==> src/rtl/wpg_pkg.sv <==
// Shared constants and helpers for the constant-weight pattern generator.
// Weight width and last-pattern mask are derived here so every file agrees on them.
package wpg_pkg;

    localparam logic [0:0] ST_IDLE = 1'b0;
    localparam logic [0:0] ST_RUN  = 1'b1;

    // Width needed to hold a popcount of a width-bit word (0..width inclusive).
    function automatic int weight_width(input int width);
        return $clog2(width + 1);
    endfunction

    // Final word of a run: k ones packed against the MSB of a width-bit word.
    function automatic logic [15:0] top_mask(input int k, input int width);
        logic [31:0] ones;
        ones = (32'd1 << k) - 32'd1;
        return 16'(ones << (width - k));
    endfunction

endpackage

==> src/rtl/gosper_next.sv <==
// Combinational successor: next larger word with the same popcount (Gosper's hack).
// Also reports the trailing-zero count of the input as a by-product of the priority encoder.
module gosper_next
    import wpg_pkg::*;
#(
    parameter int WIDTH = 8,
    parameter int CTZW  = weight_width(WIDTH)
) (
    input  logic [WIDTH-1:0] x,
    output logic [WIDTH-1:0] next,
    output logic [CTZW-1:0]  ctz
);

    logic [WIDTH:0] x_ext;
    logic [WIDTH:0] low_bit;
    logic [WIDTH:0] ripple;

    // One guard bit above the word so the carry out of the top run is not lost.
    always_comb begin
        x_ext   = {1'b0, x};
        low_bit = x_ext & (-x_ext);
        ripple  = x_ext + low_bit;
    end

    // NOTE: every output of an always_comb gets a value before any branch, so no latch is inferred.
    always_comb begin
        ctz = CTZW'(WIDTH);
        for (int i = WIDTH - 1; i >= 0; i--) begin
            if (x[i]) begin
                ctz = CTZW'(i);
            end
        end
    end

    // Shifting by ctz replaces the division by the lowest set bit.
    assign next = WIDTH'(ripple | (((ripple ^ x_ext) >> 2) >> ctz));

endmodule

==> src/rtl/weight_pattern_gen.sv <==
// Streams every WIDTH-bit word of Hamming weight K in ascending order over valid/ready,
// with a running zero-based index and a last flag on the final word of the run.
module weight_pattern_gen
    import wpg_pkg::*;
#(
    parameter int WIDTH = 8,
    parameter int CW    = weight_width(WIDTH),
    parameter int IW    = 16
) (
    input  logic             clk,
    input  logic             rst_n,
    input  logic             start_i,
    input  logic [CW-1:0]    weight_i,
    input  logic             abort_i,
    output logic             busy_o,
    output logic             err_o,
    output logic             pat_valid_o,
    input  logic             pat_ready_i,
    output logic [WIDTH-1:0] pat_data_o,
    output logic             pat_last_o,
    output logic [IW-1:0]    pat_index_o
);

    localparam int             CTZW    = weight_width(WIDTH);
    localparam logic [WIDTH:0] ONE_EXT = (WIDTH + 1)'(1);

    logic [0:0]       state;
    logic [WIDTH-1:0] data_q;
    logic [WIDTH-1:0] mask_q;
    logic [IW-1:0]    index_q;
    logic [CW-1:0]    k_q;
    logic             err_q;

    logic [WIDTH-1:0] next_word;
    logic [WIDTH-1:0] first_word;
    logic [WIDTH-1:0] start_mask;
    logic [CTZW-1:0]  ctz;
    logic             run;
    logic             handshake;
    logic             weight_ok;
    logic             at_last;

    gosper_next #(
        .WIDTH (WIDTH),
        .CTZW  (CTZW)
    ) u_next (
        .x    (data_q),
        .next (next_word),
        .ctz  (ctz)
    );

    always_comb begin
        first_word = WIDTH'((ONE_EXT << weight_i) - ONE_EXT);
        start_mask = WIDTH'(top_mask(int'(weight_i), WIDTH));
        weight_ok  = (weight_i <= CW'(WIDTH));
        run        = (state == ST_RUN);
        at_last    = (data_q == mask_q);
        handshake  = run & pat_ready_i;
    end

    // NOTE: state registers use non-blocking assignments so every flop samples pre-edge values.
    always_ff @(posedge clk or negedge rst_n) begin
        if (!rst_n) begin
            state   <= ST_IDLE;
            data_q  <= '0;
            mask_q  <= '0;
            index_q <= '0;
            k_q     <= '0;
            err_q   <= 1'b0;
        end else begin
            err_q <= 1'b0;
            case (state)
                ST_IDLE: begin
                    if (start_i) begin
                        if (weight_ok) begin
                            state   <= ST_RUN;
                            data_q  <= first_word;
                            mask_q  <= start_mask;
                            index_q <= '0;
                            k_q     <= weight_i;
                        end else begin
                            err_q <= 1'b1;
                        end
                    end
                end
                ST_RUN: begin
                    // Abort wins over a same-cycle handshake; that word is dropped.
                    if (abort_i) begin
                        state <= ST_IDLE;
                    end else if (handshake) begin
                        if (at_last) begin
                            state <= ST_IDLE;
                        end else begin
                            data_q  <= next_word;
                            index_q <= index_q + IW'(1);
                        end
                    end
                end
                default: state <= ST_IDLE;
            endcase
        end
    end

    assign busy_o      = run;
    assign err_o       = err_q;
    assign pat_valid_o = run;
    assign pat_data_o  = data_q;
    assign pat_last_o  = run & at_last;
    assign pat_index_o = index_q;

    // A weight-K word is the top-packed one exactly when its lowest one sits at WIDTH-K.
    last_matches_ctz: assert property (
        @(posedge clk) disable iff (!rst_n)
        pat_valid_o |-> (pat_last_o == ((int'(ctz) + int'(k_q)) == WIDTH))
    );

endmodule
==> config.mk <==
export PLATFORM = sky130hd
export DESIGN_NAME = weight_pattern_gen
export DESIGN_NICKNAME = d
export VERILOG_FILES = /design/src/rtl/wpg_pkg.sv /design/src/rtl/gosper_next.sv /design/src/rtl/weight_pattern_gen.sv
export SDC_FILE = /design/constraint.sdc
export NUM_CORES = 1
export LEC_CHECK = 0
export CAP_MARGIN = 20
export CORE_ASPECT_RATIO = 1.4
export CORE_UTILIZATION = 40
export DETAILED_ROUTE_END_ITERATION = 8
export PLACE_DENSITY = 0.7
export SYNTH_ARGS = -nofsm -noshare
export SYNTH_HDL_FRONTEND = slang
export SYNTH_HIERARCHICAL = 1
export SYNTH_SLANG_ARGS = --single-unit
==> constraint.sdc <==
create_clock -name clk -period 3.05 [get_ports clk]
set_input_delay 0.61 -clock clk [delete_from_list [all_inputs] [get_ports clk]]
set_output_delay 0.61 -clock clk [all_outputs]
set_load 0.01 [all_outputs]
==> out/qor.log <==
INFO  status         outcome=complete, no violations
INFO  routing        route.vias.total=2,843
INFO  worst_hold_path hold_path.class=flip-flop to flip-flop
INFO  setup_path     worstSetupPathType=input port to flip-flop
INFO  routing        wire_per_inst=15.4microns
INFO  grt            grt.total_usage=0.218
INFO  setup_path     path_max_fanout=4
INFO  cts            number_of_buffers_on_the_longest_clock_path=2
INFO  final_layout   layout.cells.most_common_list=41 x sky130_fd_sc_hd__nand2_1, 39 x sky130_fd_sc_hd__buf_4, 34 x sky130_fd_sc_hd__dfrtp_1, 34 x sky130_fd_sc_hd__clkdlybuf4s50_1, 30 x sky130_fd_sc_hd__o21ai_0
INFO  final_layout   final-instance-count-excl-fill=492
INFO  die            io_pins=37
INFO  routing        top_layer_used=met4
INFO  final_layout   antenna-diode-count=0
INFO  timing         worst_slew_pin_slew=0.735ns
INFO  place          dp_hpwl=5820microns
INFO  cts            clock_tree_from_tritoncts=done
INFO  setup_path     critical_path.reg2reg.endpoint=pat_data_o[1]
INFO  timing         worst_clk_skew=0.00465ns
INFO  grt            grt_first_pass_wirelength=12,500microns
INFO  routing        drtAntennaViolNets=0
INFO  timing         max_slew_headroom=0.508
INFO  final_layout   area_growth=29.8%
INFO  routing        drt-met1-wl=2920microns
INFO  timing         timing.final.crit_share=0.945
INFO  die            die_h=101microns
INFO  routing        first_pass_iters=5
INFO  cts            cts.clk_slew.worst_paths=0.07ns
INFO  final_layout   num-fill-cells=638
INFO  routing        wl_met3=355microns
INFO  cts            postCtsHoldBufs=0
INFO  setup_path     crit_end=mask_q[7]
INFO  die            starting_density=0.417
INFO  routing        detailroute.wirelength.met2=3970microns
INFO  timing         unrepaired_setup_endpoints_after_global_routing=no
INFO  final_layout   ff_latch_area=851squm
INFO  final_layout   final_nets=416
INFO  cts            clock_tree.root_cell=sky130_fd_sc_hd__clkbuf_8
INFO  final_layout   mostFrequentLayoutCell=sky130_fd_sc_hd__nand2_1
INFO  yosys          synthesis.area_per_instance=8.27squm
INFO  job            cap_violations=0
INFO  pwr            ir_drop=219uV
INFO  timing         final-hold-violation-count=0
INFO  setup_path     timing.critical_path.arrival=3.08ns
INFO  setup_path     rr_startpoint=pat_data_o[2]
INFO  final_layout   postLayoutCoreUtil=0.542
INFO  grt            grt-ovfl-total=0
INFO  setup_path     ff2ff_path_depth=9
INFO  timing         fin_tns_setup=0ns
INFO  cts            numCtsBuffers=5
INFO  die            coreArea=6660squm
INFO  timing         report.final.slew_viol_count=0
INFO  routing        initialDrtViolationCount=190
INFO  pwr            power.leakage=1.49nW
INFO  routing        viasPerCell=5.78
INFO  setup_path     critPathLaunch=weight_i[2]
INFO  yosys          syn_inst=336
INFO  timing         final_setup_violation_count=0
INFO  cts            ctsHtreeMaxLevel=2
INFO  die            dieArea=7290squm
INFO  place          placed_cells=483
INFO  cts            cts.sink_count=34
INFO  pwr            power_density=603nW/um^2
INFO  yosys          synthesis.yosys.warnings=6
INFO  yosys          post_synthesis_net_count=353
INFO  timing         timing.fmax=0.347GHz
INFO  die            placementRows=35
INFO  setup_path     timing.critical_path.from_type=input port
INFO  routing        totalWireLength=7560microns
INFO  yosys          synth_area=2780squm
INFO  setup_path     ff2ff_setup_slack=0.53ns
INFO  timing         finalWorstPathRequiredPeriod=2.88ns
INFO  final_layout   area_of_combinational_cells_with_multiple_inputs=1810squm
INFO  routing        drc_errors=0
INFO  final_layout   post_route_cells_drive_above_1_share=0.195
INFO  place          io_buffer_count=36
INFO  cts            clkLatencyLatePin=0.29ns
INFO  grt            first_global_vias=2,705
INFO  grt            grt_start_max_net_pins=35
INFO  setup_path     cp-end-kind=flip-flop
INFO  place          place.gp.congestion=0.960
INFO  die            die_w=72.4microns
INFO  grt            grt_antenna_before_repair=0
INFO  setup_path     timing.critical_path.required=3.24ns
## routing by layer
metal / global-route usage / up-vias
met2: 0.395 / 93
met5: 0 / -
met3: 0.0340 / 26
met1: 0.242 / 1377
met4: 0.113 / 0
li1: - / 1347
## through the flow
| stage | cell area [sq um] | setup slack, ns | total power [mW] | hold slack [ns] |
|---|---|---|---|---|
| finish | 3600 | 0.166 | 2.17 | 0.509 |
| detailed placement | 3450 | -0.352 | 1.75 | 0.499 |
| global placement | 3450 | -0.282 | 1.72 | 0.495 |
| CTS | 3570 | 0.00590 | 2.16 | 0.515 |
| floorplan | 2790 | 0.0737 | 1.36 | 0.314 |
| global route | 3600 | 0.0386 | 2.31 | 0.562 |
## flip-flops by register name (all words and copies together) (netlist names)
| signal | flops |
|---|---|
| busy_o | 1 |
| mask_q | 8 |
| pat_data_o | 8 |
| pat_index_o | 16 |
| err_o | 1 |
## worst min-delay path by stage
stage                   start   endpoint  slack, ns  cells after the start
floorplan               rst_n     busy_o       0.31                      0
global placement    mask_q[2]  mask_q[2]       0.50                      2
detailed placement  mask_q[2]  mask_q[2]       0.50                      2
CTS                 mask_q[2]  mask_q[2]       0.51                      2
global route        mask_q[3]  mask_q[3]       0.56                      2
finish              mask_q[2]  mask_q[2]       0.51                      2
## critical path: stages
cell and delay (ns):
sky130_fd_sc_hd__clkdlybuf4s50_1 0.42, sky130_fd_sc_hd__inv_1 0.13, sky130_fd_sc_hd__ha_2 0.20, sky130_fd_sc_hd__nor2b_4 0.15, sky130_fd_sc_hd__inv_2 0.06, sky130_fd_sc_hd__ha_4 0.16, sky130_fd_sc_hd__buf_4 0.14, sky130_fd_sc_hd__nand2_1 0.05
sky130_fd_sc_hd__mux2_2 0.15, sky130_fd_sc_hd__o22ai_2 0.09, sky130_fd_sc_hd__buf_4 0.16, sky130_fd_sc_hd__mux2_2 0.25, sky130_fd_sc_hd__o221a_2 0.27, sky130_fd_sc_hd__a311oi_2 0.23
## power by group
| group | internal [mW] | switching (mW) |
|---|---|---|
| registers | 0.530 | 0.126 |
| clock network | 0.244 | 0.163 |
| logic | 0.504 | 0.606 |
## repair_timing
item | in CTS | in global routing
gates resized for setup | 3 | 8
setup endpoints to repair | 1 | 3
setup buffers | 0 | 1
pin swaps | 0 | 4
## final cells by class
class / count / area share
Inverter: 16 / 0.0170
Tap cell: 92 / 0.0319
Multi-Input combinational cell: 267 / 0.503
Clock inverter: 1 / 0.00833
Sequential cell: 34 / 0.236
Clock buffer: 7 / 0.0212
Timing Repair Buffer: 75 / 0.183
Power figures use the tool's default switching activity.
